==> src/rtl/uart_pkg.sv <==
// Shared constants and state encoding for the UART receiver.
package uart_pkg;

  localparam int UART_OVERSAMPLE = 16;
  localparam int UART_DATA_BITS  = 8;

  typedef enum logic [1:0] {
    IDLE  = 2'd0,
    START = 2'd1,
    DATA  = 2'd2,
    STOP  = 2'd3
  } rx_state_e;

endpackage

==> src/rtl/uart_rx_sync.sv <==
// Two-flop synchronizer for the asynchronous serial line; resets to the idle level.
module uart_rx_sync (
  input  logic clk_i,
  input  logic rst_ni,
  input  logic async_i,
  output logic sync_o
);

  logic [1:0] sync_q;

  always_ff @(posedge clk_i or negedge rst_ni) begin
    if (!rst_ni) begin
      sync_q <= 2'b11;
    end else begin
      sync_q <= {sync_q[0], async_i};
    end
  end

  assign sync_o = sync_q[1];

endmodule

==> src/rtl/uart_rx.sv <==
// 8N1 UART receiver: oversampled start-bit detection, mid-bit sampling, LSB first,
// one-cycle rx_valid / frame_err pulses.
module uart_rx
  import uart_pkg::*;
#(
  parameter int OVERSAMPLE = UART_OVERSAMPLE,
  parameter int DATA_BITS  = UART_DATA_BITS
) (
  input  logic                 sysclk,
  input  logic                 reset_n,
  input  logic                 sample_tick,
  input  logic                 rxd,
  output logic [DATA_BITS-1:0] rx_data,
  output logic                 rx_valid,
  output logic                 frame_err,
  output logic                 rx_busy
);

  localparam int TCNT_W = $clog2(OVERSAMPLE);
  localparam int BCNT_W = $clog2(DATA_BITS);
  localparam logic [TCNT_W-1:0] TICK_MID  = TCNT_W'(OVERSAMPLE / 2 - 1);
  localparam logic [TCNT_W-1:0] TICK_LAST = TCNT_W'(OVERSAMPLE - 1);
  localparam logic [BCNT_W-1:0] BIT_LAST  = BCNT_W'(DATA_BITS - 1);

  logic                 rxs;
  logic                 fall_edge;
  rx_state_e            state_q;
  logic [TCNT_W-1:0]    tcnt_q;
  logic [BCNT_W-1:0]    bcnt_q;
  logic [DATA_BITS-1:0] shift_q;
  logic [DATA_BITS-1:0] shift_d;
  logic [DATA_BITS-1:0] rx_data_q;
  logic                 prev_q;
  logic                 rx_valid_q;
  logic                 frame_err_q;

  uart_rx_sync u_sync (
    .clk_i  (sysclk),
    .rst_ni (reset_n),
    .async_i(rxd),
    .sync_o (rxs)
  );

  assign shift_d   = {rxs, shift_q[DATA_BITS-1:1]};
  // prev_q is the line level at the previous tick, so a break held low never re-triggers
  assign fall_edge = prev_q & ~rxs;

  always_ff @(posedge sysclk or negedge reset_n) begin
    if (!reset_n) begin
      state_q     <= IDLE;
      tcnt_q      <= '0;
      bcnt_q      <= '0;
      shift_q     <= '0;
      rx_data_q   <= '0;
      prev_q      <= 1'b1;
      rx_valid_q  <= 1'b0;
      frame_err_q <= 1'b0;
    end else begin
      rx_valid_q  <= 1'b0;
      frame_err_q <= 1'b0;
      if (sample_tick) begin
        prev_q <= rxs;
        tcnt_q <= tcnt_q + 1'b1;
        case (state_q)
          IDLE: begin
            tcnt_q <= '0;
            if (fall_edge) begin
              state_q <= START;
            end
          end
          START: begin
            if (tcnt_q == TICK_MID) begin
              tcnt_q  <= '0;
              bcnt_q  <= '0;
              state_q <= rxs ? IDLE : DATA;
            end
          end
          DATA: begin
            if (tcnt_q == TICK_LAST) begin
              tcnt_q  <= '0;
              shift_q <= shift_d;
              bcnt_q  <= bcnt_q + 1'b1;
              if (bcnt_q == BIT_LAST) begin
                bcnt_q  <= '0;
                state_q <= STOP;
              end
            end
          end
          STOP: begin
            if (tcnt_q == TICK_LAST) begin
              tcnt_q  <= '0;
              state_q <= IDLE;
              if (rxs) begin
                rx_data_q  <= shift_q;
                rx_valid_q <= 1'b1;
              end else begin
                frame_err_q <= 1'b1;
              end
            end
          end
          default: begin
            state_q <= IDLE;
          end
        endcase
      end
    end
  end

  assign rx_data   = rx_data_q;
  assign rx_valid  = rx_valid_q;
  assign frame_err = frame_err_q;
  assign rx_busy   = (state_q != IDLE);

endmodule

==> config.mk <==
export PLATFORM = sky130hd
export DESIGN_NAME = uart_rx
export DESIGN_NICKNAME = d
export VERILOG_FILES = /design/src/rtl/uart_pkg.sv /design/src/rtl/uart_rx_sync.sv /design/src/rtl/uart_rx.sv
export SDC_FILE = /design/constraint.sdc
export NUM_CORES = 1
export LEC_CHECK = 0
export CAP_MARGIN = 5
export CORE_UTILIZATION = 60
export CTS_CLUSTER_SIZE = 16
export DETAILED_ROUTE_END_ITERATION = 10
export DONT_BUFFER_PORTS = 1
export HOLD_SLACK_MARGIN = 0.12
export PLACE_DENSITY_LB_ADDON = 0.08
export SLEW_MARGIN = 20
export SYNTH_ARGS = -nofsm -noshare
export SYNTH_HDL_FRONTEND = slang
export SYNTH_SLANG_ARGS = --single-unit
==> constraint.sdc <==
create_clock -name sysclk -period 3.7 [get_ports sysclk]
set_input_delay 0.555 -clock sysclk [delete_from_list [all_inputs] [get_ports sysclk]]
set_output_delay 0.555 -clock sysclk [all_outputs]
set_load 0.05 [all_outputs]
After elaboration in Yosys (flattened, before gate mapping)
Cells that the tools add are included.
{"block": "word_totals", "regBits": 30, "input_bits": 4, "out_inout_bits": 11, "wordCells": 54}
{"block": "classes", "muxes": 22, "reduce_logical": 8, "n_eq_ne": 11, "n_addsub": 2, "n_bitwise": 2}
{"op": "$mux 2", "n": 6}
{"op": "$pmux 4 s3", "n": 1}
{"op": "$ne 2x2->1 const B", "n": 5}
{"op": "$mux 3", "n": 3}
{"op": "$mux 1", "n": 8}
{"op": "$mux 4", "n": 2}
{"op": "$pmux 2 s4", "n": 1}
{"op": "$reduce_and 4->1", "n": 2}
{"op": "$pmux 3 s2", "n": 1}
{"op": "$reduce_and 6->1", "n": 1}
{"op": "$add 4x1->4 const B", "n": 1}
{"op": "$eq 2x2->1 const B", "n": 2}
{"op": "$eq 4x3->1 const B", "n": 1}
{"op": "$eq 4x4->1 const B", "n": 1}
{"op": "$reduce_bool 2->1", "n": 2}
{"op": "$add 3x1->3 const B", "n": 1}
{"op": "$eq 3x3->1 const B", "n": 1}
{"op": "$reduce_and 3->1", "n": 1}
{"op": "$eq 2x1->1 const B", "n": 1}
{"op": "$logic_not 2->1", "n": 1}
{"op": "$reduce_or 2->1", "n": 1}
{"op": "$and 1x1->1", "n": 1}
{"op": "$not 1->1", "n": 1}

Longest topological paths before layout
{"block": "depth", "word_depth": 4, "depth_mapped": 4, "depth_no_buf": 4}

Modules after synthesis
Synthesis repeated with hierarchy kept, for this count alone.
{"block": "unflattened", "hier_cells": 103, "area_unflattened_um2": 1385.1}
{"mod": "uart_rx", "instances": 1, "seq_area_each_um2": 701.9, "cells_per_inst": 101, "area_per_inst_um2": 1332.5}
{"mod": "uart_rx_sync", "instances": 1, "seq_area_each_um2": 52.6, "cells_per_inst": 2, "area_per_inst_um2": 52.6}

Worst setup path before layout
Ideal clock, no wire load.
{"block": "synth_path", "kind": "input-to-reg", "start": "in sample_tick", "end": "reg shift_q[0]", "cell_stages": 4, "setup_time_ps": 125, "required_ps": 3575, "setup_slack_ps": 2038, "arrival_time_ps": 1537, "n_path_buf": 1, "path_cell_list": "buf_2 -> nand2_1 -> nor3b_4 -> mux2_2"}
{"block": "synth_via", "elab_chain_len": 1}
{"element": "start, declared", "line_no": "uart_rx.sv:11", "text": "input logic sample_tick,"}
{"element": "$reduce_and 3->1 (no line)"}
{"element": "end signal, assigned", "line_no": "uart_rx.sv:81", "text": "shift_q <= shift_d;"}
{"element": "end, declared", "line_no": "uart_rx.sv:30", "text": "logic [DATA_BITS-1:0] shift_q;"}
Every way passes these cells.
A chain may end at the register's enable or synchronous reset.

Worst setup path in the final report
{"block": "layout_path", "start": "reg state_q[0]", "end": "out rx_busy"}
{"block": "layout_via", "elab_chain_len": 1}
{"element": "start, declared", "line_no": "uart_rx.sv:27", "text": "rx_state_e state_q;"}
{"element": "start signal, assigned", "line_no": "uart_rx.sv:75", "text": "state_q <= rxs ? IDLE : DATA;"}
{"element": "$reduce_bool 2->1", "line_no": "uart_rx.sv:112", "text": "assign rx_busy = (state_q != IDLE);"}
{"element": "end, declared", "line_no": "uart_rx.sv:16", "text": "output logic rx_busy"}
Every way passes these cells.

==> qor.yml <==
status:
  outcome: "finished, final reports clean"
sta:
  period_share_pct: 52.4
  max_freq_mhz: 516
  setup_viol: 0
  worst_pin_slew_ns: 0.472
  layout_setup_ws_ns: 1.76
  skew_ns: 0.00749
  period_minus_slack_ns: 1.94
  hold_violations: 0
  rsz0062_at_grt: "no"
  setup_tns_ns: 0
  drv_slew: 0
  slew_headroom_pct: 68.5
critical_path:
  critPathKind: "flip-flop to output pin"
  required_ns: 3.14
  end_kind: "output pin"
  rr_startpoint: "tcnt_q[0]$_DFFE_PN0P_"
  critPathLaunch: "state_q[0]$_DFFE_PN0P_"
  arrival_ns: 1.38
  cp-start-kind: "flip-flop"
  ff2ff_path_depth: 4
  crit_fanout: 12
placement:
  port_buffers: 0
  hpwl_um: 1270
  finalWeightedCongestion: 0.757
  dpl_cell_area_um2: 1330
  dp_slack_ns: 2.00
yosys:
  synthTopCellsByCount: "dfrtp_1 (27), mux2_2 (21), nand2_1 (6)"
  synth-async-reset-ratio_pct: 100
  ys.flop_type: "dfrtp_1"
  synth_enable_flop_cells: 0
  synthTopCellsByArea: "dfrtp_1 (52%), mux2_2 (18%), dfstp_2 (6.0%)"
  synth_top_cell_by_area: "dfrtp_1"
  synth-xor-area-share_pct: 0.670
  synth_fa_ha_area_share_pct: 2.87
  synth-seq-area-share_pct: 57.8
  yosys_warnings: 0
  yosys.cell_types.count: 30
  synthSimpleGateAreaFrac_pct: 12.2
  ys_ff_latch: 30
  synthCells: 96
  synth.avg_cell_area_um2: 13.6
  synthMuxAreaShare_pct: 18.9
  synth_most_common_cell: "dfrtp_1"
  netlist_area_um2: 1310
  synth_top_family_by_area: "multiplexers"
  syn-num-nets: 103
  synth_top_cell_area_share_pct: 51.7
  synth-compound-area-share_pct: 5.65
pwr:
  max-vdd-ir-drop_mv: 0.408
  combPwrFrac_pct: 18.1
  pwr-share-clk_pct: 26.4
  sw_frac_of_total_pct: 32.1
  power_frac_seq_pct: 55.5
  cellPowerDensity_nw_per_um2: 530
  leakage_nw: 0.710
  p_int_uw: 510
  switchingPower_uw: 241
  p_total_uw: 751
global_routing:
  grt_max_degree: 31
  grt_pass1_wl_um: 3310
  grt_antenna_before_repair: 0
  grt_pass1_vias: 760
  grt.total_usage_pct: 19.2
  grt-ovfl-total: 0
cells_and_area:
  final_net_count: 109
  seqCellArea_um2: 754
  stdcell_area_um2: 1420
  antennaDiodeCount: 0
  fillCellCount: 123
  syn2layout_area_growth_pct: 8.62
  drive_gt1_share_pct: 36.9
  fin_util_pct: 70.9
  multi_input_area_um2: 526
die:
  ios: 15
  start_util_pct: 65.3
  chipWidth_um: 48.7
  die_h_um: 48.7
  rows: 16
  die_area_um2: 2370
  core_area_um2: 2000
drt:
  drc_errors: 0
  wl_per_cell_um: 14.7
  drt-pass1-iter-count: 4
  via_per_inst: 5.75
  via_count: 747
  wirelength_um: 1910
  dr.first_iter.drc_count: 14
  ant_nets: 0
cts:
  clk_pin_slew_ns: 0.09
  cts_tree: "done"
  insertion_delay_ns: 0.31
  clock_path_buffers: 2
  ctsRootBufferMaster: "clkbuf_4"
  post_cts_resized: 0
  cts_htree_levels: 2
  numCtsBuffers: 5
  clkSinkCount: 30
hold_path:
  hold_path_depth: 0
  holdCritPathClass: "input port to flip-flop"
  hold_start: "rxd"
run:
  cap_violations: 0
-- cell type report --
type                            instances  area share (%)
Clock buffer                            6            3.62
Clock inverter                          2           0.882
Inverter                                3           0.794
Multi-Input combinational cell         60            37.0
Sequential cell                        30            53.2
Tap cell                               27            2.38
Timing Repair Buffer                    2            2.12
-- power by group through the flow --
| stage | Clock, mW | Sequential, mW | Combinational [mW] |
|---|---|---|---|
| finish | 0.199 | 0.417 | 0.136 |
| global route | 0.218 | 0.426 | 0.153 |
| CTS | 0.205 | 0.415 | 0.137 |
| detailed placement | 0 | 0.422 | 0.127 |
| global placement | 0 | 0.419 | 0.124 |
| floorplan | 0 | 0.391 | 0.139 |
-- per-layer routing --
layer	share of wire [%]	global-route usage (%)
met5	0	0
met2	45	29.2
met3	3.7	7.55
met1	49	24.4
met4	2.2	8.33
-- through the flow --
| step | hold WS, ns | std cells |
|---|---|---|
| floorplan | 0.259 | 96 |
| global placement | 0.260 | 120 |
| detailed placement | 0.260 | 120 |
| CTS | 0.217 | 130 |
| global route | 0.199 | 130 |
| finish | 0.229 | 130 |
-- state kept, by name, indices dropped and copies added (netlist names), named ones only --
signal and cells:
rx_valid 1, state_q 1, shift_q 8, tcnt_q 4, rx_data 8, bcnt_q 3, frame_err 1, u_sync.sync_q 2
prev_q 1
-- worst max-delay path, stage by stage, from the launching register on --
cell and delay, ns:
dfrtp_1 0.58, nor2_1 0.15, inv_1 0.35
-- cells by family after synthesis --
group                      after synthesis
adders and majority gates                3
DFF                                     30
muxes                                   22
xor gates and xnor gates                 1
and+or+nand+nor                         24
buffers and inverters                    6
AOI/OAI and AO/OA                       10
-- final timing paths --
path	end	slack, ns
setup / recovery	rx_busy	1.76
hold / removal	u_sync.sync_q[0]$_DFF_PN1_	0.23
setup reg to reg	shift_q[0]$_DFFE_PN0P_	1.99
hold reg to reg	u_sync.sync_q[1]$_DFF_PN1_	0.36
max in group asynchronous	u_sync.sync_q[1]$_DFF_PN1_	2.78
min in group asynchronous	frame_err$_DFF_PN0_	0.69
-- timing repair --
| item | CTS | global route |
|---|---|---|
| endpoints found under the hold margin | 30 | 0 |
| setup buffers | 0 | 0 |
| hold buffers | 2 | 0 |
-- placed cells by master (no fill, tap or decap), drive strengths merged --
cell type,synthesis,routed
nand2,6,6
o21ai,2,2
nor4b,1,1
o31ai,2,2
mux2i,1,1
a32oi,1,1
o22ai,1,1
and3,2,2
a21o,1,1
nand3,3,3
dfstp,3,3
or3b,1,1
nor3,2,2
clkinvlp,0,1
ha,3,3
and2b,1,1
a21oi,1,1
mux2,21,21
nor3b,1,1
and3b,1,1
inv,3,3
nand3b,1,1
buf,3,1
dfrtp,27,27
nand2b,1,1
nor4bb,1,1
dlygate4sd3,0,1
xor2,1,1
clkinv,0,1
o2bb2ai,2,2
clkbuf,0,6
nor2,3,3
No activity file was read; power rests on OpenSTA's default activity.
==> RTL change: new RTL, same flow settings <==
Set the package constant `UART_OVERSAMPLE` to 32 (it was 16).
--- a/src/rtl/uart_pkg.sv
+++ b/src/rtl/uart_pkg.sv
@@ -1,7 +1,7 @@
 // Shared constants and state encoding for the UART receiver.
 package uart_pkg;
 
-  localparam int UART_OVERSAMPLE = 16;
+  localparam int UART_OVERSAMPLE = 32;
   localparam int UART_DATA_BITS  = 8;
 
   typedef enum logic [1:0] {
Check against the original RTL: no difference found for any inputs over 10 cycles, from zero or initial values and one cycle with reset_n low; that may be too few to reach the edited logic, so the function may still have changed.
==> RTL change against the unedited design <==
  * Final area rose by 10%
  * Clock skew down 0.0044 ns
  * Routed wire length up 11%
  * Maximum frequency decreased by 15%
  * Clock power is 36% higher
  * First-iteration DRC count down 57%
  * Worst setup slack lost 0.35 ns
  * Sequential share of layout area is 3.4 points lower
  * Synthesized area is 11% higher
  * Sequential cell count grew 1
  * Synthesized cell count grew 19%
  * Count of clock-buffer cells in the layout did not move
  * Power is 23% higher
  * Critical endpoint is now rx_data[6]$_DFFE_PN0P_
  * Largest power group unchanged
==> RTL change: results (changes against the unedited design) <==
stage,metric,value,unit,change
detailed_routing,drt_iter0_markers,6,,-8
detailed_routing,route.vias.total,831,,+11%
yosys,synth_common_cells,"dfrtp_1, inv_1, mux2_2",,
place,post_dp_cell_area,1450,µm²,+9.4%
place,dp_hpwl,1450,µm,+14%
sta,fin_skew,0.00304,ns,-0.00445 ns
grt,grt_pass1_wl,3660,µm,+10%
sta,fin_crit_sh,0.618,,+0.0943
setup_path,crit_fanout,9,,-3
power_and_ir_drop,seqPwrFrac,0.480,,-0.075
place,place.gp.congestion,0.798,,+5.5%
detailed_routing,met1_length,1030,µm,+10%
power_and_ir_drop,p_leak,0.801,nW,+13%
yosys,ys_seq_area_frac,0.537,,-0.0410
yosys,async_reset_ff_frac,1.00,,unchanged
final_layout,drive_above_1_share,0.269,,-0.100
outcome,outcome,completed,,
detailed_routing,wl_per_cell,14.4,µm,-1.5%
setup_path,r2r_cells,6,,+2
yosys,synthAdderAreaFrac,0.0603,,+0.0316
grt,track_usage,0.200,,+0.00768
power_and_ir_drop,ir_drop,417,µV,+2.2%
grt,grt.met1_usage,0.264,,+0.0202
sta,max-slew-margin-rel,0.649,,-0.0361
detailed_routing,drt_first_pass_iters,3,,-1
final_layout,diodes,0,,unchanged
final_layout,nNetsFinal,129,,+18%
setup_path,worstPathArrival,2.49,ns,+1.11 ns
power_and_ir_drop,p_int,0.640,mW,+25%
yosys,synth_xor_area_frac,0,,-0.00670
sta,hold-worst-slack,0.224,ns,-0.00489 ns
place,dp.cells,137,,+14%
grt,grt_util_met2,0.279,,-0.0132
power_and_ir_drop,combinationalPower,0.211,mW,+55%
detailed_routing,avgViaCountPerCell,5.65,,-1.6%
grt,grtUsageMet3,0.0685,,-0.00702
detailed_routing,wl_met3,83,µm,+17%
yosys,synth.area.mux_share,0.167,,-0.0216
power_and_ir_drop,finalPower,0.927,mW,+23%
grt,grt_pass1_vias,810,,+6.6%
detailed_routing,met2WireLength,972,µm,+14%
yosys,ys_top_cells_by_area,"dfrtp_1, mux2_4, mux2_2, ha_1, dfstp_2",,
[RTL change: cell count changes after synthesis, moves of 2 or more]
| cell | delta |
|---|---|
| mux2_2 | -11 |
| mux2_4 | +8 |
| inv_1 | +7 |
| nor2b_1 | +6 |
| ha_1 | +4 |
| a31oi_1 | +3 |
| buf_2 | -3 |
| buf_4 | +3 |
| a21oi_1 | +2 |
| nand2_1 | -2 |
| nand2b_1 | +2 |
| o22ai_1 | +2 |
| o31ai_1 | -2 |
[RTL change: layout make-up]
type | count | area [µm²]
sequential | 31 | 779
fill | 188 | 688
multi-input combinational | 68 | 598
clock buffer | 6 | 51.3
inverter | 10 | 37.5
clock inverter | 2 | 35.0
tap | 28 | 35.0
timing repair buffer | 2 | 30.0
[RTL change: worst max-delay path, cell delays in order (launching register included)]
cell     delay, ns
dfrtp_1       0.40
ha_1          0.20
and3_1        0.24
ha_1          0.27
nand2_2       0.09
or3_1         0.60
mux2_4        0.38
